## src/rtl/decode_rp_arbiter_if.sv

```systemverilog
// ============================================================================
// Module : decode_rp_arbiter_if
// Brief  : Requester, decoder and memory bus shared by the decode_rp arbiter.
// Rev    : 1.0  initial release
// ============================================================================
`default_nettype none

`ifndef OUT_DEPTH
`define OUT_DEPTH 8
`endif
`ifndef OUT_D_SIZE
`define OUT_D_SIZE 8
`endif
`ifndef RP_DEPTH
`define RP_DEPTH 8
`endif
`ifndef RP_D_SIZE
`define RP_D_SIZE 12
`endif

interface decode_rp_arbiter_if #(
    parameter int OUT_DEPTH  = `OUT_DEPTH,
    parameter int OUT_D_SIZE = `OUT_D_SIZE,
    parameter int RP_DEPTH   = `RP_DEPTH,
    parameter int RP_D_SIZE  = `RP_D_SIZE
);
    logic [1:0]            req_valid;
    logic [1:0]            req_grant;
    logic [1:0]            req_done;
    logic [1:0]            req_err;
    logic                  dec_start;
    logic                  dec_done;
    logic                  dec_cfg_sel;
    logic [OUT_DEPTH-1:0]  dec_rd_addr;
    logic [OUT_D_SIZE-1:0] dec_rd_data;
    logic [RP_DEPTH-1:0]   dec_wr_addr;
    logic [RP_D_SIZE-1:0]  dec_wr_data;
    logic                  dec_wr_en;
    logic [OUT_DEPTH-1:0]  m0_rd_addr;
    logic [OUT_D_SIZE-1:0] m0_rd_data;
    logic [RP_DEPTH-1:0]   m0_wr_addr;
    logic [RP_D_SIZE-1:0]  m0_wr_data;
    logic                  m0_wr_en;
    logic [OUT_DEPTH-1:0]  m1_rd_addr;
    logic [OUT_D_SIZE-1:0] m1_rd_data;
    logic [RP_DEPTH-1:0]   m1_wr_addr;
    logic [RP_D_SIZE-1:0]  m1_wr_data;
    logic                  m1_wr_en;

    modport master (
        input  req_valid, dec_done, dec_rd_addr, dec_wr_addr, dec_wr_data, dec_wr_en,
               m0_rd_data, m1_rd_data,
        output req_grant, req_done, req_err, dec_start, dec_cfg_sel, dec_rd_data,
               m0_rd_addr, m0_wr_addr, m0_wr_data, m0_wr_en,
               m1_rd_addr, m1_wr_addr, m1_wr_data, m1_wr_en
    );

    modport slave (
        output req_valid, dec_done, dec_rd_addr, dec_wr_addr, dec_wr_data, dec_wr_en,
               m0_rd_data, m1_rd_data,
        input  req_grant, req_done, req_err, dec_start, dec_cfg_sel, dec_rd_data,
               m0_rd_addr, m0_wr_addr, m0_wr_data, m0_wr_en,
               m1_rd_addr, m1_wr_addr, m1_wr_data, m1_wr_en
    );
endinterface

`default_nettype wire

```

## src/rtl/decode_rp_arbiter.sv

```systemverilog
// ============================================================================
// Module : decode_rp_arbiter
// Brief  : Round-robin sharing of one decode_rp between pk and ct requesters.
//          Optional RUN watchdog enabled by macro DECODE_ARB_WDOG_EN.
// Rev    : 1.0  initial release
// ============================================================================
`default_nettype none

module decode_rp_arbiter #(
    parameter int DRAIN_CYC = 4,
    parameter int WDOG_CYC  = 65535
) (
    input  wire logic           clk,
    input  wire logic           rst_n,
    decode_rp_arbiter_if.master bus
);

    typedef enum logic [2:0] {
        ST_IDLE  = 3'd0,
        ST_GRANT = 3'd1,
        ST_RUN   = 3'd2,
        ST_DRAIN = 3'd3,
        ST_DONE  = 3'd4
    } state_t;

    state_t      state;
    state_t      state_nxt;
    logic        sel;
    logic        last_served;
    logic        winner;
    logic [15:0] run_cnt;
    logic [3:0]  drain_cnt;
    logic        wdog_hit;
    logic        abort;
    logic        granted;
    logic        g0;
    logic        g1;
    logic        wr_ok;
    logic [1:0]  sel_vec;

`ifdef DECODE_ARB_WDOG_EN
    assign wdog_hit = (run_cnt >= 16'(WDOG_CYC - 1));

    // Remembers that the coming DONE was reached by timeout rather than DRAIN.
    always_ff @(posedge clk or negedge rst_n) begin
        if (!rst_n) begin
            abort <= 1'b0;
        end else begin
            abort <= (state == ST_RUN) && !bus.dec_done && wdog_hit;
        end
    end
`else
    logic [15:0] unused_wdog;
    assign unused_wdog = 16'(WDOG_CYC);
    assign wdog_hit    = 1'b0;
    assign abort       = 1'b0;
`endif

    always_comb begin
        if (bus.req_valid == 2'b11) begin
            winner = ~last_served;
        end else begin
            winner = bus.req_valid[1];
        end
    end

    always_ff @(posedge clk or negedge rst_n) begin
        if (!rst_n) begin
            state       <= ST_IDLE;
            sel         <= 1'b0;
            last_served <= 1'b1;
            run_cnt     <= '0;
            drain_cnt   <= '0;
        end else begin
            state <= state_nxt;
            if (state == ST_IDLE && (|bus.req_valid)) begin
                sel <= winner;
            end
            if (state == ST_DONE) begin
                last_served <= sel;
            end
            if (state == ST_GRANT) begin
                run_cnt <= '0;
            end else if (state == ST_RUN && run_cnt != 16'hFFFF) begin
                run_cnt <= run_cnt + 16'd1;
            end
            if (state == ST_DRAIN) begin
                drain_cnt <= drain_cnt + 4'd1;
            end else begin
                drain_cnt <= '0;
            end
        end
    end

    assign sel_vec = {sel, ~sel};

    always_comb begin
        state_nxt     = state;
        granted       = (state != ST_IDLE);
        bus.dec_start = 1'b0;
        bus.req_grant = 2'b00;
        bus.req_done  = 2'b00;
        bus.req_err   = 2'b00;
        case (state)
            ST_IDLE: begin
                if (|bus.req_valid) begin
                    state_nxt = ST_GRANT;
                end
            end
            ST_GRANT: begin
                bus.dec_start = 1'b1;
                state_nxt     = ST_RUN;
            end
            ST_RUN: begin
                if (bus.dec_done) begin
                    state_nxt = ST_DRAIN;
                end else if (wdog_hit) begin
                    state_nxt = ST_DONE;
                end
            end
            ST_DRAIN: begin
                if (drain_cnt == 4'(DRAIN_CYC - 1)) begin
                    state_nxt = ST_DONE;
                end
            end
            ST_DONE: begin
                bus.req_done = sel_vec;
                bus.req_err  = abort ? sel_vec : 2'b00;
                state_nxt    = ST_IDLE;
            end
            default: begin
                state_nxt = ST_IDLE;
            end
        endcase
        if (granted) begin
            bus.req_grant = sel_vec;
        end
    end

    assign g0    = granted & ~sel;
    assign g1    = granted &  sel;
    assign wr_ok = !(abort && state == ST_DONE);

    assign bus.dec_cfg_sel = sel;
    // sel is registered, so the mux adds nothing to the memory's read latency.
    assign bus.dec_rd_data = !granted ? '0 : (sel ? bus.m1_rd_data : bus.m0_rd_data);

    assign bus.m0_rd_addr = g0 ? bus.dec_rd_addr : '0;
    assign bus.m0_wr_addr = g0 ? bus.dec_wr_addr : '0;
    assign bus.m0_wr_data = g0 ? bus.dec_wr_data : '0;
    assign bus.m0_wr_en   = bus.dec_wr_en & g0 & wr_ok;
    assign bus.m1_rd_addr = g1 ? bus.dec_rd_addr : '0;
    assign bus.m1_wr_addr = g1 ? bus.dec_wr_addr : '0;
    assign bus.m1_wr_data = g1 ? bus.dec_wr_data : '0;
    assign bus.m1_wr_en   = bus.dec_wr_en & g1 & wr_ok;

endmodule

`default_nettype wire

```

## src/flat_wrapper.sv

```systemverilog
// flat-port wrapper written by rule: the top's interface ports become plain ports
module decode_rp_arbiter_flat 
#(
    parameter int DRAIN_CYC = 4,
    parameter int WDOG_CYC  = 65535
)
  (clk, rst_n, bus_req_valid, bus_dec_done, bus_dec_rd_addr, bus_dec_wr_addr, bus_dec_wr_data, bus_dec_wr_en, bus_m0_rd_data, bus_m1_rd_data, bus_req_grant, bus_req_done, bus_req_err, bus_dec_start, bus_dec_cfg_sel, bus_dec_rd_data, bus_m0_rd_addr, bus_m0_wr_addr, bus_m0_wr_data, bus_m0_wr_en, bus_m1_rd_addr, bus_m1_wr_addr, bus_m1_wr_data, bus_m1_wr_en);
  decode_rp_arbiter_if #(.OUT_DEPTH(8), .OUT_D_SIZE(8), .RP_DEPTH(8), .RP_D_SIZE(12)) bus_i ();
  input  wire logic clk;
  input  wire logic rst_n;
  input wire logic [$bits(bus_i.req_valid)-1:0] bus_req_valid;
  input wire logic [$bits(bus_i.dec_done)-1:0] bus_dec_done;
  input wire logic [$bits(bus_i.dec_rd_addr)-1:0] bus_dec_rd_addr;
  input wire logic [$bits(bus_i.dec_wr_addr)-1:0] bus_dec_wr_addr;
  input wire logic [$bits(bus_i.dec_wr_data)-1:0] bus_dec_wr_data;
  input wire logic [$bits(bus_i.dec_wr_en)-1:0] bus_dec_wr_en;
  input wire logic [$bits(bus_i.m0_rd_data)-1:0] bus_m0_rd_data;
  input wire logic [$bits(bus_i.m1_rd_data)-1:0] bus_m1_rd_data;
  output wire logic [$bits(bus_i.req_grant)-1:0] bus_req_grant;
  output wire logic [$bits(bus_i.req_done)-1:0] bus_req_done;
  output wire logic [$bits(bus_i.req_err)-1:0] bus_req_err;
  output wire logic [$bits(bus_i.dec_start)-1:0] bus_dec_start;
  output wire logic [$bits(bus_i.dec_cfg_sel)-1:0] bus_dec_cfg_sel;
  output wire logic [$bits(bus_i.dec_rd_data)-1:0] bus_dec_rd_data;
  output wire logic [$bits(bus_i.m0_rd_addr)-1:0] bus_m0_rd_addr;
  output wire logic [$bits(bus_i.m0_wr_addr)-1:0] bus_m0_wr_addr;
  output wire logic [$bits(bus_i.m0_wr_data)-1:0] bus_m0_wr_data;
  output wire logic [$bits(bus_i.m0_wr_en)-1:0] bus_m0_wr_en;
  output wire logic [$bits(bus_i.m1_rd_addr)-1:0] bus_m1_rd_addr;
  output wire logic [$bits(bus_i.m1_wr_addr)-1:0] bus_m1_wr_addr;
  output wire logic [$bits(bus_i.m1_wr_data)-1:0] bus_m1_wr_data;
  output wire logic [$bits(bus_i.m1_wr_en)-1:0] bus_m1_wr_en;
  assign bus_i.req_valid = bus_req_valid;
  assign bus_i.dec_done = bus_dec_done;
  assign bus_i.dec_rd_addr = bus_dec_rd_addr;
  assign bus_i.dec_wr_addr = bus_dec_wr_addr;
  assign bus_i.dec_wr_data = bus_dec_wr_data;
  assign bus_i.dec_wr_en = bus_dec_wr_en;
  assign bus_i.m0_rd_data = bus_m0_rd_data;
  assign bus_i.m1_rd_data = bus_m1_rd_data;
  assign bus_req_grant = bus_i.req_grant;
  assign bus_req_done = bus_i.req_done;
  assign bus_req_err = bus_i.req_err;
  assign bus_dec_start = bus_i.dec_start;
  assign bus_dec_cfg_sel = bus_i.dec_cfg_sel;
  assign bus_dec_rd_data = bus_i.dec_rd_data;
  assign bus_m0_rd_addr = bus_i.m0_rd_addr;
  assign bus_m0_wr_addr = bus_i.m0_wr_addr;
  assign bus_m0_wr_data = bus_i.m0_wr_data;
  assign bus_m0_wr_en = bus_i.m0_wr_en;
  assign bus_m1_rd_addr = bus_i.m1_rd_addr;
  assign bus_m1_wr_addr = bus_i.m1_wr_addr;
  assign bus_m1_wr_data = bus_i.m1_wr_data;
  assign bus_m1_wr_en = bus_i.m1_wr_en;
  decode_rp_arbiter #(.DRAIN_CYC(DRAIN_CYC), .WDOG_CYC(WDOG_CYC)) u_core (.clk(clk), .rst_n(rst_n), .bus(bus_i));
endmodule
```

## config.mk

```make
export PLATFORM = sky130hd
export DESIGN_NAME = decode_rp_arbiter_flat
export DESIGN_NICKNAME = d
export VERILOG_FILES = /design/src/rtl/decode_rp_arbiter_if.sv /design/src/rtl/decode_rp_arbiter.sv /design/src/flat_wrapper.sv
export SDC_FILE = /design/constraint.sdc
export NUM_CORES = 1
export LEC_CHECK = 0
export ABC_AREA = 1
export CAP_MARGIN = 40
export CORE_MARGIN = 8
export CORE_UTILIZATION = 27
export CTS_CLUSTER_DIAMETER = 200
export DETAILED_ROUTE_END_ITERATION = 10
export HOLD_SLACK_MARGIN = 0.12
export PLACE_DENSITY = 0.79
export SYNTH_ARGS = -nofsm -noshare
export SYNTH_HDL_FRONTEND = slang
export SYNTH_SLANG_ARGS = --single-unit
```

## constraint.sdc

```tcl
create_clock -name clk -period 1.7 [get_ports clk]
set_clock_uncertainty 0.2 [all_clocks]
set_input_delay 0.255 -clock clk [delete_from_list [all_inputs] [get_ports clk]]
set_output_delay 0.255 -clock clk [all_outputs]
set_load 0.02 [all_outputs]
```

# --- Yosys cells after proc, flatten, opt, wreduce, memory -nomap -nowiden ---
# Index checks and enable logic that the tools add are counted.
op_classes:
  addsub: 1
  eq_ne: 9
  n_mux: 17
  n_bitwise: 6
  n_reduce_logical: 5
ops:
  columns: ["cell", "n"]
  rows:
  - ["two-way mux 8 bit", 6]
  - ["two-way mux 12 bit", 2]
  - ["one-hot mux 3 bit (4 select lines)", 1]
  - ["two-way mux 3 bit", 3]
  - ["equality test 3 x 2 -> 1 bit (second input constant)", 2]
  - ["inequality test 2 bit (second input constant)", 3]
  - ["adder 4 x 1 -> 4 bit (second input constant)", 1]
  - ["AND 1 bit", 4]
  - ["equality test 4 x 2 -> 1 bit (second input constant)", 1]
  - ["two-way mux 2 bit", 2]
  - ["two-way mux 4 bit", 1]
  - ["equality test 3 x 1 -> 1 bit (second input constant)", 1]
  - ["equality test 3 bit (second input constant)", 1]
  - ["zero test 3 bit", 1]
  - ["AND reduction 3 bit", 1]
  - ["nonzero test 3 bit", 1]
  - ["equality test 2 bit (second input constant)", 1]
  - ["two-way mux 1 bit", 2]
  - ["inverter 1 bit", 2]
  - ["OR reduction 2 bit", 1]
  - ["logical AND 1 bit", 1]
word_totals:
  reg_bits: 9
  input_bits: 50
  output_inout_bits: 74
  elab_cells: 42

# --- Depth between registers and ports, before layout ---
# Gate-level depths: netlist (run 1).
depth:
  depth_word: 3
  ltp_mapped: 6
  depth_no_buf: 5

# --- Worst setup path after synthesis (run 1) ---
# No wires, ideal clock.
synth_timing:
  kind: "flip-flop to output port"
  start: "reg u_core.sel, in the netlist u_core.bus.dec_cfg_sel"
  end: "out bus_m0_rd_addr[0]"
  arrival_time_ns: 1.066
  t_required_ns: 1.245
  path_slack_ns: 0.179
  stages_incl_launch_ff: 5
  n_path_buf: 1
  path_cell_list: "dfrtp_1 > inv_1 > nand2_2 > buf_6 > nor2_1"
synth_between:
  elab_chain_cells: 3
synth_lines:
  columns: ["element", "line", "rtl"]
  rows:
  - ["start, declared", "decode_rp_arbiter.sv:28", "logic sel;"]
  - ["start signal, assigned", "decode_rp_arbiter.sv:77", "sel <= winner;"]
  - ["inverter 1 bit", "decode_rp_arbiter.sv:140", "assign g0 = granted & ~sel;"]
  - ["AND 1 bit", "decode_rp_arbiter.sv:140", null]
  - ["two-way mux 8 bit", "decode_rp_arbiter.sv:148", "assign bus.m0_rd_addr = g0 ? bus.dec_rd_addr : '0;"]
  - ["end, declared", "flat_wrapper.sv:25", "output wire logic [$bits(bus_i.m0_rd_addr)-1:0] bus_m0_rd_addr;"]
# Every way passes these cells.

# --- Worst setup path in the final report (run 1) ---
layout_timing:
  start: "reg u_core.state[2]"
  end: "out bus_m0_rd_addr[5]"
layout_between:
  elab_chain_cells: 3
layout_lines:
  columns: ["element", "line", "rtl"]
  rows:
  - ["start, declared", "decode_rp_arbiter.sv:26", "state_t state;"]
  - ["start signal, assigned", "decode_rp_arbiter.sv:75", "state <= state_nxt;"]
  - ["nonzero test 3 bit", "decode_rp_arbiter.sv:99", "granted = (state != ST_IDLE);"]
  - ["AND 1 bit", "decode_rp_arbiter.sv:140", null]
  - ["two-way mux 8 bit", "decode_rp_arbiter.sv:148", null]
# Every way passes these cells.

==> results of run 1 <==
## final cells by class
cell class                      count  area (um2)  share of cell area (%)
Timing Repair Buffer              142        1440                    52.9
Sequential cell                     9         228                    8.38
Clock buffer                        4        45.0                    1.66
Inverter                           47         181                    6.67
Tap cell                           48        60.1                    2.21
Multi-Input combinational cell    132         767                    28.2
## cell usage after synthesis
| cell | n |
|---|---|
| o21ai_0 | 3 |
| a21o_1 | 1 |
| inv_1 | 46 |
| o21ai_2 | 1 |
| o21ai_1 | 1 |
| nor2_2 | 2 |
| nand4_1 | 1 |
| a21oi_1 | 2 |
| nor2_1 | 65 |
| nand3_1 | 5 |
| inv_2 | 1 |
| nand2_1 | 43 |
| or2_2 | 1 |
| nand2_4 | 1 |
| buf_4 | 2 |
| conb_1 | 1 |
| dfrtp_1 | 8 |
| nor2_4 | 1 |
| buf_2 | 2 |
| buf_6 | 7 |
| dfstp_2 | 1 |
| nand2_2 | 2 |
| ha_1 | 1 |
## layer usage
layer  vias up  routed length, um
li1        829                  -
met1       737               1920
met2        59               2950
met3         3                322
met4         0                 36
met5         -                  0
## state kept, by name, indices dropped and copies added (netlist names)
signal	cells
u_core.state	3
u_core.drain_cnt	4
u_core.last_served	1
u_core.bus.dec_cfg_sel	1
## what timing repair did
| item | 4_1_cts | 5_1_grt |
|---|---|---|
| pin swaps | 0 | 7 |
| resized for setup | 249 | 200 |
| buffers inserted | 3 | 1 |
| setup endpoints to repair | 72 | 70 |
| endpoints found under the hold margin | 0 | 0 |
| cloned | 1 | 3 |
## path summary, 6_finish.rpt
path / start / to / slack [ns] / cells after the start
worst max-delay path: u_core.state[2] / bus_m0_rd_addr[5] / -0.16 / 7
worst min-delay path: rst_n / u_core.drain_cnt[3] / 0.12 / 1
worst max register to register: u_core.state[2] / u_core.state[1] / 0.28 / 5
worst min register to register: u_core.drain_cnt[0] / u_core.drain_cnt[0] / 0.26 / 1
max in group asynchronous: rst_n / u_core.last_served / 0.86 / 1
min in group clk: u_core.drain_cnt[0] / u_core.drain_cnt[0] / 0.26 / 1
## power groups by stage
stage	combinational, uW	sequential (uW)	clock (uW)
4_1_cts	3760	365	260
2_1_floorplan	2040	394	0
5_1_grt	5100	388	271
6_report	4760	374	252
3_3_place_gp	3890	364	0
3_5_place_dp	3920	367	0
## logic make-up after synthesis
kind of cell    after synthesis
buf+inv                      58
fa+ha+maj                     1
other cells                   1
simple gates                121
flops                         9
compound gates                8
## worst max-delay path, cell delays in order (launching register included)
cell and delay, ns:
dfrtp_1 0.40, nor2_4 0.15, nand2_4 0.12, nand2_8 0.13, buf_12 0.12, buf_6 0.09, nor2_2 0.03, buf_6 0.12
## metrics by stage
step / cell area, um2 / TNS, ns / utilization, % / hold WS, ns
6_report: 2720 / -7.30 / 73.2 / 0.116
5_1_grt: 2720 / -12.02 / 73.2 / 0.154
4_1_cts: 2390 / -9.12 / 64.2 / 0.120
3_5_place_dp: 2380 / -15.93 / 64.0 / 0.259
3_3_place_gp: 2380 / -15.22 / 64.0 / 0.253
2_1_floorplan: 1060 / 0 / - / -0.241
==> results.rst, run 1 <==
.. list-table::
   :header-rows: 1

   * - Metric
     - Value
   * - Synthesized cell area
     - 1060 um2
   * - Max Cap Viol
     - 0
   * - Placed cell count
     - 370
   * - Met2 global-route usage
     - 28.5%
   * - Number of fill cells in the layout
     - 302
   * - Number of instances in the synthesized netlist
     - 198
   * - Placed wire-length estimate after detailed placement
     - 3.84 mm
   * - Initial cell density of the core
     - 28.5%
   * - Number of antenna diodes
     - 0
   * - Total number of yosys warnings
     - 0
   * - Leading cell types in the layout, fill and taps excluded
     - clkdlybuf4s50_1, inv_1, nand2_1, buf_4, nor2_1
   * - Clock tree from TritonCTS
     - done
   * - First-pass GRT wire length
     - 7.36 mm
   * - Clock tree sinks
     - 9
   * - CTS root buf
     - clkbuf_8
   * - Share of post-route cells with drive strength above 1
     - 42.5%
   * - Clock share of power
     - 4.7%
   * - Worst skew pair latency
     - 0.24 ns
   * - Cell taking the most area after synthesis
     - nor2_1
   * - Number of cell rows
     - 22
   * - Final setup violating endpoints
     - 68
   * - Area share of the largest cell type after synthesis
     - 23.0%
   * - Post-synthesis sequential area ratio
     - 21.4%
   * - Share of power burned in registers
     - 6.9%
   * - Fraction of synthesized cell area in xor and xnor cells
     - 0%
   * - GRT Util Overall
     - 14.3%
   * - Fin. Hold Viols
     - 0
   * - Vias in the first global route
     - 1590
   * - Kind of capture point of the worst setup path
     - output port
   * - Share of synthesized area spent on multiplexers
     - 0%
   * - RSZ-0062 raised after global routing
     - true
   * - Horizontal die dimension
     - 78.7 um
   * - Number of buffers added to fix hold violations after cts
     - 0
   * - Syn_area_per_cell
     - 5.35 um2
   * - Number of vias in the routed layout
     - 1628
   * - Height of the chip
     - 78.7 um
   * - Internal power
     - 2690 uW
   * - Result of the run
     - finished with violations
   * - Share of the synthesized area in compound gates (AO/OA/AOI/OAI)
     - 4.37%
   * - Total power per unit cell area
     - 1980 nW/um2
   * - Worst path required time
     - 1.24 ns
   * - Detailed-route DRC error count
     - 0
   * - Count of unique library cells instantiated by Yosys
     - 23
   * - Via-per-instance ratio
     - 4.26
   * - Number of nets still failing antenna checks after routing
     - 0
   * - Post-Synth Simple-Gate Area
     - 46.3%
   * - Net switching power
     - 2700 uW
   * - Average routed wire per standard cell
     - 13.7 um
   * - Count of state elements after synthesis
     - 9
   * - Final period utilization
     - 109%
   * - First-pass iteration count of the detailed router
     - 4
   * - Switching part of the total power
     - 50.1%
   * - Core area
     - 3720 um2
   * - Worst Setup Slack, final
     - -0.159 ns
   * - Top cells by area, synth
     - nor2_1, dfrtp_1, inv_1
   * - Violations in the final reports
     - setup timing
   * - Pre-CTS worst setup slack
     - -0.277 ns
   * - CP arrival
     - 1.40 ns
   * - Type of origin of the critical path
     - flop
   * - GRT Max-Usage Layer
     - met2
   * - Most common cell after layout, fill and taps aside
     - clkdlybuf4s50_1
   * - Post-CTS clock slew at the launch and capture registers of the worst setup and hold paths
     - 0.05 ns
   * - Post-synthesis share of cell area spent on full adders, half adders and majority gates
     - 1.18%
   * - Total gr overflow
     - 0
   * - Final weighted congestion in routability-driven placement
     - 0.756
   * - Number of antenna violations at the first check in global routing
     - 0
   * - Deepest clock path buffer count
     - 2
   * - Maximum fanout encountered on the critical timing path
     - 6
   * - Area grow syn2layout
     - 157%
   * - Pin count of the biggest net entering global routing
     - 18
   * - Net count of the finished layout
     - 386
   * - Maximum clock frequency
     - 0.538 GHz
   * - PortBufs
     - 121
   * - Met1 demand-to-capacity share in global routing
     - 14.2%
   * - Worst min-delay path class
     - in -> async
   * - Combinational family with the most area after synthesis
     - simple AND/OR/NAND/NOR gates
   * - Total power after layout
     - 5390 uW
   * - Final cell count without fillers
     - 382
   * - Max H-tree Level
     - 1
   * - Total Die Area
     - 6190 um2
   * - Leakage Power
     - 0.00147 uW
   * - Maximum ir drop on the vdd rail
     - 1240 uV
   * - Final Critical Period
     - 1.86 ns
   * - Class of the most critical setup path
     - reg -> out
   * - I/O pin cnt
     - 124
   * - Fraction of met3 tracks used by global routing
     - 3.64%
   * - Number of design-rule violations left by the first detailed-router iteration
     - 17
   * - Routed wire length
     - 5.23 mm
   * - Number of max-slew violations in the final report
     - 0
   * - Combinational power share
     - 88.4%
   * - Clock buffers created by TritonCTS
     - 3
Note: power is estimated with default switching activity, not from simulation.
==> run 2, diff against run 1 <==
- GPL_ROUTABILITY_DRIVEN: not set -> 0
==> results of run 2 <==
No change in the layout: final DEF, timing and power equal those of run 1.
